`config.mk`:
```
export PLATFORM = sky130hd
export DESIGN_NAME = booth_result_collector
export DESIGN_NICKNAME = d
export VERILOG_FILES = /design/src/rtl/booth_result_collector.sv
export SDC_FILE = /design/constraint.sdc
export NUM_CORES = 1
export LEC_CHECK = 0
export BUFFER_PORTS_ARGS = -buffer_cell sky130_fd_sc_hd__buf_4
export CORE_AREA = 2 2 162 283
export DETAILED_ROUTE_END_ITERATION = 6
export DIE_AREA = 0 0 164 285
export GPL_TIMING_DRIVEN = 0
export HOLD_SLACK_MARGIN = 0.15
export SLEW_MARGIN = 25
export SYNTH_ARGS = -nofsm -noshare
export SYNTH_HDL_FRONTEND = slang
export SYNTH_SLANG_ARGS = --single-unit
```
`constraint.sdc`:
```
create_clock -name clk -period 4.28 [get_ports clk]
set_clock_uncertainty 0.15 [all_clocks]
set_input_delay 0 -clock clk [delete_from_list [all_inputs] [get_ports clk]]
set_output_delay 0 -clock clk [all_outputs]
set_load 0.005 [all_outputs]
```
`src/rtl/booth_result_collector.sv`:
```
// ----------------------------------------------------------------------------
// booth_result_collector
//
// Downstream stage of the sequential Booth multiplier. Detects each completed
// multiplication from the multiplier's level-held `done`, captures the product
// and its add/sub op counts into a small FIFO, presents the FIFO head over a
// valid/ready handshake, and keeps a running signed accumulation of every
// accepted product together with drop statistics.
//
// Parameters:
//   DEPTH  FIFO entries (power of two, 2..16)
//   ACC_W  accumulator width in bits (>= 33)
//
// Ports:
//   clk            clock, all logic on posedge
//   rst            synchronous active-high reset
//   product        multiplier result (signed two's complement)
//   total_add_ops  multiplier add-op count
//   total_sub_ops  multiplier sub-op count
//   done           multiplier completion (level, may stay high)
//   clear_acc      synchronous accumulator clear pulse
//   out_valid      FIFO head valid
//   out_ready      consumer accepts head
//   out_product    head product (0 while empty)
//   out_add_ops    head add count (0 while empty)
//   out_sub_ops    head sub count (0 while empty)
//   acc            running sum of accepted products
//   count          FIFO occupancy
//   overflow       sticky: a result was dropped
//   drop_count     dropped results, saturating at 255
//   state_dbg      capture FSM state (0=SYNC, 1=ARMED, 2=HELD)
//
// Configuration macro:
//   BOOTH_COLLECT_ACC_SAT_EN  when defined, acc saturates at the signed
//                             ACC_W-bit limits instead of wrapping.
//
// Handshake: a head entry transfers on every clk edge where out_valid and
// out_ready are both 1. out_valid depends only on occupancy (never on
// out_ready), and out_ready may be asserted regardless of out_valid.
// ----------------------------------------------------------------------------
module booth_result_collector #(
    parameter int DEPTH = 4,
    parameter int ACC_W = 40
) (
    input  logic                     clk,
    input  logic                     rst,
    input  logic [31:0]              product,
    input  logic [4:0]               total_add_ops,
    input  logic [4:0]               total_sub_ops,
    input  logic                     done,
    input  logic                     clear_acc,
    output logic                     out_valid,
    input  logic                     out_ready,
    output logic [31:0]              out_product,
    output logic [4:0]               out_add_ops,
    output logic [4:0]               out_sub_ops,
    output logic [ACC_W-1:0]         acc,
    output logic [$clog2(DEPTH):0]   count,
    output logic                     overflow,
    output logic [7:0]               drop_count,
    output logic [1:0]               state_dbg
);

    localparam int PW = $clog2(DEPTH);
    localparam int CW = PW + 1;

    // ------------------------------------------------------------------
    // Capture FSM: one push attempt per rising edge of `done`. SYNC waits
    // for done to be seen low so a done held across reset release is not
    // mistaken for a new completion.
    // ------------------------------------------------------------------
    typedef enum logic [1:0] {
        ST_SYNC  = 2'd0,
        ST_ARMED = 2'd1,
        ST_HELD  = 2'd2
    } state_t;

    state_t state_q;
    state_t state_d;
    logic   push_attempt;

    always_ff @(posedge clk) begin
        if (rst) begin
            state_q <= ST_SYNC;
        end else begin
            state_q <= state_d;
        end
    end

    always_comb begin
        state_d      = state_q;
        push_attempt = 1'b0;
        case (state_q)
            ST_SYNC: begin
                if (!done) state_d = ST_ARMED;
            end
            ST_ARMED: begin
                if (done) begin
                    push_attempt = 1'b1;
                    state_d      = ST_HELD;
                end
            end
            ST_HELD: begin
                if (!done) state_d = ST_ARMED;
            end
            default: state_d = ST_SYNC;
        endcase
    end

    assign state_dbg = state_q;

    // ------------------------------------------------------------------
    // FIFO
    // ------------------------------------------------------------------
    logic [31:0]   mem_product [DEPTH];
    logic [4:0]    mem_add     [DEPTH];
    logic [4:0]    mem_sub     [DEPTH];
    logic [PW-1:0] wr_ptr_q;
    logic [PW-1:0] rd_ptr_q;
    logic [CW-1:0] count_q;

    logic full;
    logic pop;
    logic push_ok;
    logic push_drop;

    assign out_valid = (count_q != '0);
    assign full      = (count_q == CW'(DEPTH));
    assign pop       = out_valid && out_ready;
    // A full FIFO still accepts a push when the head leaves in the same cycle.
    assign push_ok   = push_attempt && (!full || pop);
    assign push_drop = push_attempt && !push_ok;

    // Storage needs no reset: entries are only visible while counted.
    always_ff @(posedge clk) begin
        if (push_ok) begin
            mem_product[wr_ptr_q] <= product;
            mem_add[wr_ptr_q]     <= total_add_ops;
            mem_sub[wr_ptr_q]     <= total_sub_ops;
        end
    end

    // DEPTH is a power of two, so pointer increments wrap naturally.
    always_ff @(posedge clk) begin
        if (rst) begin
            wr_ptr_q <= '0;
            rd_ptr_q <= '0;
            count_q  <= '0;
        end else begin
            if (push_ok) wr_ptr_q <= wr_ptr_q + PW'(1);
            if (pop)     rd_ptr_q <= rd_ptr_q + PW'(1);
            case ({push_ok, pop})
                2'b10:   count_q <= count_q + CW'(1);
                2'b01:   count_q <= count_q - CW'(1);
                default: count_q <= count_q;
            endcase
        end
    end

    assign count       = count_q;
    assign out_product = out_valid ? mem_product[rd_ptr_q] : 32'd0;
    assign out_add_ops = out_valid ? mem_add[rd_ptr_q]     : 5'd0;
    assign out_sub_ops = out_valid ? mem_sub[rd_ptr_q]     : 5'd0;

    // ------------------------------------------------------------------
    // Accumulator. clear_acc zeroes the base before any same-cycle add.
    // ------------------------------------------------------------------
    logic [ACC_W-1:0] acc_q;
    logic [ACC_W-1:0] acc_base;
    logic [ACC_W-1:0] prod_ext;
    logic [ACC_W-1:0] acc_sum;
    logic [ACC_W-1:0] acc_push_val;

    assign acc_base = clear_acc ? '0 : acc_q;
    assign prod_ext = {{(ACC_W-32){product[31]}}, product};
    assign acc_sum  = acc_base + prod_ext;

`ifdef BOOTH_COLLECT_ACC_SAT_EN
    // Signed overflow: both operands share a sign that the sum lost.
    logic acc_ovf;
    assign acc_ovf = (acc_base[ACC_W-1] == prod_ext[ACC_W-1]) &&
                     (acc_sum[ACC_W-1]  != acc_base[ACC_W-1]);
    always_comb begin
        acc_push_val = acc_sum;
        if (acc_ovf) begin
            if (acc_base[ACC_W-1]) acc_push_val = {1'b1, {(ACC_W-1){1'b0}}};
            else                   acc_push_val = {1'b0, {(ACC_W-1){1'b1}}};
        end
    end
`else
    assign acc_push_val = acc_sum;
`endif

    always_ff @(posedge clk) begin
        if (rst) begin
            acc_q <= '0;
        end else if (push_ok) begin
            acc_q <= acc_push_val;
        end else if (clear_acc) begin
            acc_q <= '0;
        end
    end

    assign acc = acc_q;

    // ------------------------------------------------------------------
    // Drop statistics, cleared only by reset.
    // ------------------------------------------------------------------
    logic       overflow_q;
    logic [7:0] drop_q;

    always_ff @(posedge clk) begin
        if (rst) begin
            overflow_q <= 1'b0;
            drop_q     <= 8'd0;
        end else if (push_drop) begin
            overflow_q <= 1'b1;
            if (drop_q != 8'hFF) drop_q <= drop_q + 8'd1;
        end
    end

    assign overflow   = overflow_q;
    assign drop_count = drop_q;

endmodule

```
==> results of run 1 <==
[final cells by class]
| cell class | instances | area, sq um | area share [%] |
|---|---|---|---|
| Tap cell | 577 | 721.9 | 5.007 |
| Timing Repair Buffer | 234 | 2024 | 14.04 |
| Buffer | 47 | 177.7 | 1.232 |
| Clock inverter | 12 | 88.84 | 0.6162 |
| Sequential cell | 228 | 6246 | 43.32 |
| Multi-Input combinational cell | 589 | 4519 | 31.35 |
| Clock buffer | 25 | 560.5 | 3.888 |
| Inverter | 21 | 78.83 | 0.5467 |
[sequential cells by signal, summed over array words and instances, names as in the netlist, named ones only]
register	flops
mem_product	128
acc	40
mem_add	20
mem_sub	20
drop_count	8
count	3
rd_ptr_q	2
state_dbg	2
wr_ptr_q	2
overflow	1
[critical path, stage by stage]
cell	delay [ps]
sky130_fd_sc_hd__dlygate4sd3_1	530
sky130_fd_sc_hd__buf_4	130
sky130_fd_sc_hd__clkbuf_1	470
sky130_fd_sc_hd__clkbuf_1	500
sky130_fd_sc_hd__nor2b_1	140
sky130_fd_sc_hd__ha_1	410
sky130_fd_sc_hd__and3_1	220
sky130_fd_sc_hd__nand4b_1	190
sky130_fd_sc_hd__a32o_1	360
sky130_fd_sc_hd__o21ai_1	430
sky130_fd_sc_hd__a31oi_1	260
sky130_fd_sc_hd__xnor2_1	200
sky130_fd_sc_hd__and3_1	180
sky130_fd_sc_hd__o21a_1	160
[metal layers]
layer / track usage [%] / vias up
met4: 5.789 / 0
met1: 13.89 / 3908
met5: 0 / -
met2: 26.59 / 169
li1: - / 3804
met3: 2.036 / 52
[synth_stat cells (all sizes together) (8+ instances only)]
library cell	number
ha	44
o21ai	26
mux4	42
xor2	16
nand4	8
a31oi	9
nor3	10
dfxtp	60
xnor2	23
nand2	89
edfxtp	168
and2	51
nor2	36
clkbuf	40
nand3	10
a21o	25
and3	9
inv	21
nor2b	41
a21oi	79
[power by group]
part / internal (mW) / switching, mW
logic: 0.839 / 0.795
registers: 2.43 / 0.0340
clock network: 0.958 / 0.856
[worst paths after layout]
kind | startpoint | end | slack, ps | depth (start not counted)
max | clear_acc | acc[39] | 360 | 14
min | product[30] | mem_product[2][30] | 180 | 2
max reg2reg | acc[0] | acc[38] | 650 | 13
min reg2reg | overflow | overflow | 310 | 2
[repair_timing]
action | in CTS | in global routing
setup endpoints to repair | 0 | 0
hold buffers | 87 | 0
hold endpoints to repair | 219 | 0
[kinds of logic after synthesis]
kind of cell	after synthesis	synth area share, %
muxes	43	8.682
DFF	228	56.73
xor gates and xnor gates	39	3.102
AOI/OAI and AO/OA	182	10.74
buffers and inverters	68	2.318
adders and majority gates	46	5.364
and+or+nand+nor	279	13.07
==> run metrics, run 1 <==
run status=completed; sum of internal, switching and leakage power=between 5 and 6 mW; Unique masters post-synth=61; Finished Cell Area=14,420 sq um; routed length on met2=17,810 microns; global-route wire length before repair=roughly 48,000 microns; Worst IR Drop VDD=between 0.2 and 0.25 mV; vias in the first global route=a little over 8,000; Post-Place Cell Area=12,900 sq um; clock insertion delay at the later pin of the skew report=between 500 and 600 ps; pre-CTS setup slack=roughly 350 ps; minimum clock period after layout=3917 ps; clock-pin slew on the worst setup and hold paths=around 70 ps; power per standard cell area=410.1 nW/um^2; largest net degree at the start of global routing=30; number of enable flip-flop cells after synthesis=168; maximum clock insertion buffer count=3; clock tree from TritonCTS=built; Routed wire per std cell=roughly 18 microns; leading cell types in the layout, fill and taps excluded=sky130_fd_sc_hd__edfxtp_1, sky130_fd_sc_hd__buf_4, sky130_fd_sc_hd__nand2_1, sky130_fd_sc_hd__dlygate4sd3_1, sky130_fd_sc_hd__a21oi_1; vertical extent of the die=around 290 microns; instance count of the mapped netlist=just under 900; number of antenna violations at the first check in global routing=0; Total Routed Length=31,900 microns; most frequent standard cell in the layout excluding fill and tap cells=sky130_fd_sc_hd__edfxtp_1; final clock period utilization by the worst path=91.53%; final worst setup slack=362.6 ps; number of clock sinks=approximately 230; FILL cells=4,486; total negative slack for setup checks=0 ps; post-synthesis sequential area ratio=56.73%; leakage=5.386 nW; final standard cell count with taps included and fillers excluded=1,733; Warnings, synthesis=0; met1 wire length=11,470 microns; Most used DFF post-synth=sky130_fd_sc_hd__edfxtp_1; leading post-synthesis cells by cell area=sky130_fd_sc_hd__edfxtp_1, sky130_fd_sc_hd__dfxtp_1, sky130_fd_sc_hd__mux4_2, sky130_fd_sc_hd__ha_1, sky130_fd_sc_hd__a21oi_1; number of pins with negative max-slew slack in the final report=0; area fraction of the dominant cell type after synthesis=45.82%; Peak Freq=255.3 MHz; Post-Syn Area=between 10,000 and 15,000 sq um; Min Hold Slack=180.8 ps; max cap viols=0; vias after detailed routing=7,933; layout-stage area growth over the synthesis result=30.94%; vias per std cell=4.578; post-placement cell count=~1,600; die area=about 47,000 sq um; total I/O pin count=144; path type of the worst min-delay path=input port to register; initial core utilization=24.62%; endpoints failing hold=0; proportion of layout cells with a drive suffix above 1=roughly a fifth; Critical Path Source Type=input port; measured slew at the worst slew-check pin=1008 ps; cell chosen for the clock root=sky130_fd_sc_hd__clkbuf_16; Required @ worst endpoint=4550 ps; Critical Path End Type=register; Core Footprint=44,720 sq um; synthesized area per cell=12.44 sq um; Routability Congestion=a little under 0.9; number of buffers added on ports=roughly 140; number of nets with antenna violations after detailed routing=0; Max-slew headroom=32.80%; total half-perimeter wirelength after legalization and detailed placement=23,230 microns; metal3 WL=1453 microns; Post-layout nets=1,235; Antenna diodes=0; number of DRC violations after detailed-routing iteration 0=384; die width=roughly 160 microns; final count of negative-setup-slack endpoints=0; fraction of the core area covered by cells at the end of the flow=around 32%; cts repair resizes=0; All-Layer GR Usage=a little over an eighth; top routing layer used=met4; Residual DRC=0; number of register bits inferred by synthesis=about 230; Crit Path Max Fanout=10; floorplan row count=between 100 and 150; number of levels in the clock H-tree=1; number of buffers inserted during clock tree synthesis=21; arrival time at the worst endpoint=4190 ps; residual overflow from global routing=0; worst setup path class=input port to register; asr flop ratio synth=0%; leading area contributor after synthesis=sky130_fd_sc_hd__edfxtp_1; number of post-CTS setup repair buffers=0; count of TritonRoute iterations in the first routing pass=5; unrepaired setup endpoints after global routing=false; synthesized netlist net count=978
No activity file was read; power rests on OpenSTA's default activity.
==> inputs of run 2 (changes only) <==
--- a/config.mk
+++ b/config.mk
@@ -6,9 +6,9 @@
 export NUM_CORES = 1
 export LEC_CHECK = 0
 export BUFFER_PORTS_ARGS = -buffer_cell sky130_fd_sc_hd__buf_4
-export CORE_AREA = 2 2 162 283
+export CORE_AREA = 8 8 168 289
 export DETAILED_ROUTE_END_ITERATION = 6
-export DIE_AREA = 0 0 164 285
+export DIE_AREA = 0 0 176 297
 export GPL_TIMING_DRIVEN = 0
 export HOLD_SLACK_MARGIN = 0.15
 export SLEW_MARGIN = 25
==> run metrics, run 2 (synthesis gave the netlist of run 1 again) <==
area of combinational cells with multiple inputs=4519 sq um (unchanged); Core Footprint=44,720 sq um (unchanged); number of buffers added on ports=143 (unchanged); Residual DRC=0 (unchanged); number of buffers inserted during clock tree synthesis=21 (unchanged); number of levels in the clock H-tree=1 (unchanged); floorplan row count=103 (unchanged); number of post-CTS setup repair buffers=0 (unchanged); Total Routed Length=32,740 microns (was 31,900 microns); routed length on met2=18,490 microns (was 17,810 microns); die width=176 microns (was 164 microns); post-placement cell count=1,609 (unchanged); Routed wire per std cell=18.90 microns (was 18.41 microns); number of nets with antenna violations after detailed routing=0 (unchanged); minimum clock period after layout=3783 ps (was 3917 ps); final count of negative-setup-slack endpoints=0 (unchanged); number of DRC violations after detailed-routing iteration 0=413 (was 384); metal3 WL=1696 microns (was 1453 microns); proportion of layout cells with a drive suffix above 1=20.87% (was 20.76%); All-Layer GR Usage=12.30% (was 13.56%); unrepaired setup endpoints after global routing=false (unchanged); clock-pin slew on the worst setup and hold paths=70 ps (about the same); most frequent standard cell in the layout excluding fill and tap cells=sky130_fd_sc_hd__edfxtp_1 (unchanged); run status=completed (unchanged); Worst IR Drop VDD=0.1989 mV (was 0.2322 mV); vias after detailed routing=7,858 (was 7,933); clock insertion delay at the later pin of the skew report=510 ps (was 520 ps); leakage=5.409 nW (was 5.386 nW); total I/O pin count=144 (unchanged); vias per std cell=4.537 (was 4.578); met1 wire length=11,270 microns (was 11,470 microns); final standard cell count with taps included and fillers excluded=1,732 (was 1,733); largest net degree at the start of global routing=30 (unchanged); top routing layer used=met4 (unchanged); worst setup path class=input port to register (unchanged); Antenna diodes=0 (unchanged); power per standard cell area=421.0 nW/um^2 (was 410.1 nW/um^2); layout-stage area growth over the synthesis result=31.47% (was 30.94%); global-route wire length before repair=49,270 microns (was 47,910 microns); die area=52,270 sq um (was 46,740 sq um); final clock period utilization by the worst path=88.40% (was 91.53%); endpoints failing hold=0 (unchanged); Critical Path End Type=register (unchanged); fraction of the core area covered by cells at the end of the flow=32.37% (was 32.24%); FILL cells=4,451 (was 4,486); Post-layout nets=1,234 (was 1,235); path type of the worst min-delay path=input port to register (unchanged); number of antenna violations at the first check in global routing=0 (unchanged); vias in the first global route=8,308 (was 8,223); Sequential Area=6246 sq um (unchanged); number of clock sinks=228 (unchanged); maximum clock insertion buffer count=3 (unchanged); residual overflow from global routing=0 (unchanged); leading cell types in the layout, fill and taps excluded=sky130_fd_sc_hd__edfxtp_1, sky130_fd_sc_hd__buf_4, sky130_fd_sc_hd__nand2_1, sky130_fd_sc_hd__dlygate4sd3_1, sky130_fd_sc_hd__a21oi_1 (unchanged); max cap viols=0 (unchanged); vertical extent of the die=297 microns (was 285 microns); cell chosen for the clock root=sky130_fd_sc_hd__clkbuf_16 (unchanged); Max-slew headroom=36.73% (was 32.80%); Peak Freq=264.3 MHz (was 255.3 MHz); number of pins with negative max-slew slack in the final report=0 (unchanged); largest register by flop count=mem_product (unchanged); total half-perimeter wirelength after legalization and detailed placement=23,850 microns (was 23,230 microns); Required @ worst endpoint=4530 ps (was 4550 ps); measured slew at the worst slew-check pin=949.0 ps (was 1008 ps); final worst setup slack=496.6 ps (was 362.6 ps); pre-CTS setup slack=377.2 ps (was 352.3 ps); Crit Path Max Fanout=10 (unchanged); max FFs per register=128 (unchanged); initial core utilization=24.62% (unchanged); Routability Congestion=0.8709 (was 0.8924); Critical Path Source Type=input port (unchanged); count of TritonRoute iterations in the first routing pass=5 (unchanged); clock tree from TritonCTS=built (unchanged); arrival time at the worst endpoint=4030 ps (was 4190 ps)
## run 2: layout make-up
cell class | instances | share of cell area [%]
multi-input combinational | 589 | 31.22
tap | 577 | 4.987
timing repair buffer | 233 | 13.92
clock inverter | 11 | 0.9681
buffer | 47 | 1.245
clock buffer | 26 | 3.968
sequential | 228 | 43.15
inverter | 21 | 0.5446
## run 2: through the flow
step / hold slack (ps) / instance area [sq um] / TNS, ps / power (mW)
after global placement: 31.89 / 12810 / -55640 / 4.126
after floorplan: -71.53 / 11010 / 0 / 3.341
after global routing: 168.5 / 14480 / 0 / 6.397
after detailed placement: 34.35 / 12900 / 0 / 4.151
after CTS: 153.0 / 14460 / 0 / 6.214
final: 168.5 / 14480 / 0 / 6.093
## run 2: power by group
part           switching (mW)  total, mW  internal (mW)  leakage, nW
clock                   0.832       1.97           1.14        0.343
combinational           0.817       1.66          0.841         3.06
sequential             0.0326       2.46           2.43         2.00
## run 2: metal layers
layer / up-vias / GRT usage, %
met5: - / 0
met4: 0 / 5.509
met3: 52 / 2.477
met2: 162 / 23.99
met1: 3839 / 12.05
li1: 3805 / -
## run 2: timing repair
action,in CTS,in global routing
endpoints found under the setup margin,0,1
hold endpoints to repair,218,4
hold buffers,85,1
gates resized for setup,0,2
## run 2: path summary, 6_finish.rpt
check / slack (ps) / cells after the start / start / endpoint
setup / recovery: 500 / 16 / clear_acc / acc[30]
hold / removal: 170 / 2 / product[9] / mem_product[3][9]
setup reg to reg: 700 / 13 / acc[0] / acc[30]
hold reg to reg: 320 / 2 / overflow / overflow
## run 2: worst max-delay path, stage by stage
cell                            delay, ps
sky130_fd_sc_hd__dlygate4sd3_1        540
sky130_fd_sc_hd__buf_4                150
sky130_fd_sc_hd__clkbuf_1             270
sky130_fd_sc_hd__nor2b_1              240
sky130_fd_sc_hd__ha_1                 230
sky130_fd_sc_hd__inv_1                 70
sky130_fd_sc_hd__fa_1                 380
sky130_fd_sc_hd__nand2b_1             200
sky130_fd_sc_hd__a21oi_1              240
sky130_fd_sc_hd__o31ai_2              100
sky130_fd_sc_hd__a21oi_1              300
sky130_fd_sc_hd__o41a_4               270
sky130_fd_sc_hd__a31oi_4              130
sky130_fd_sc_hd__o41ai_1              540
sky130_fd_sc_hd__nor4b_1              100
sky130_fd_sc_hd__a221o_1              280
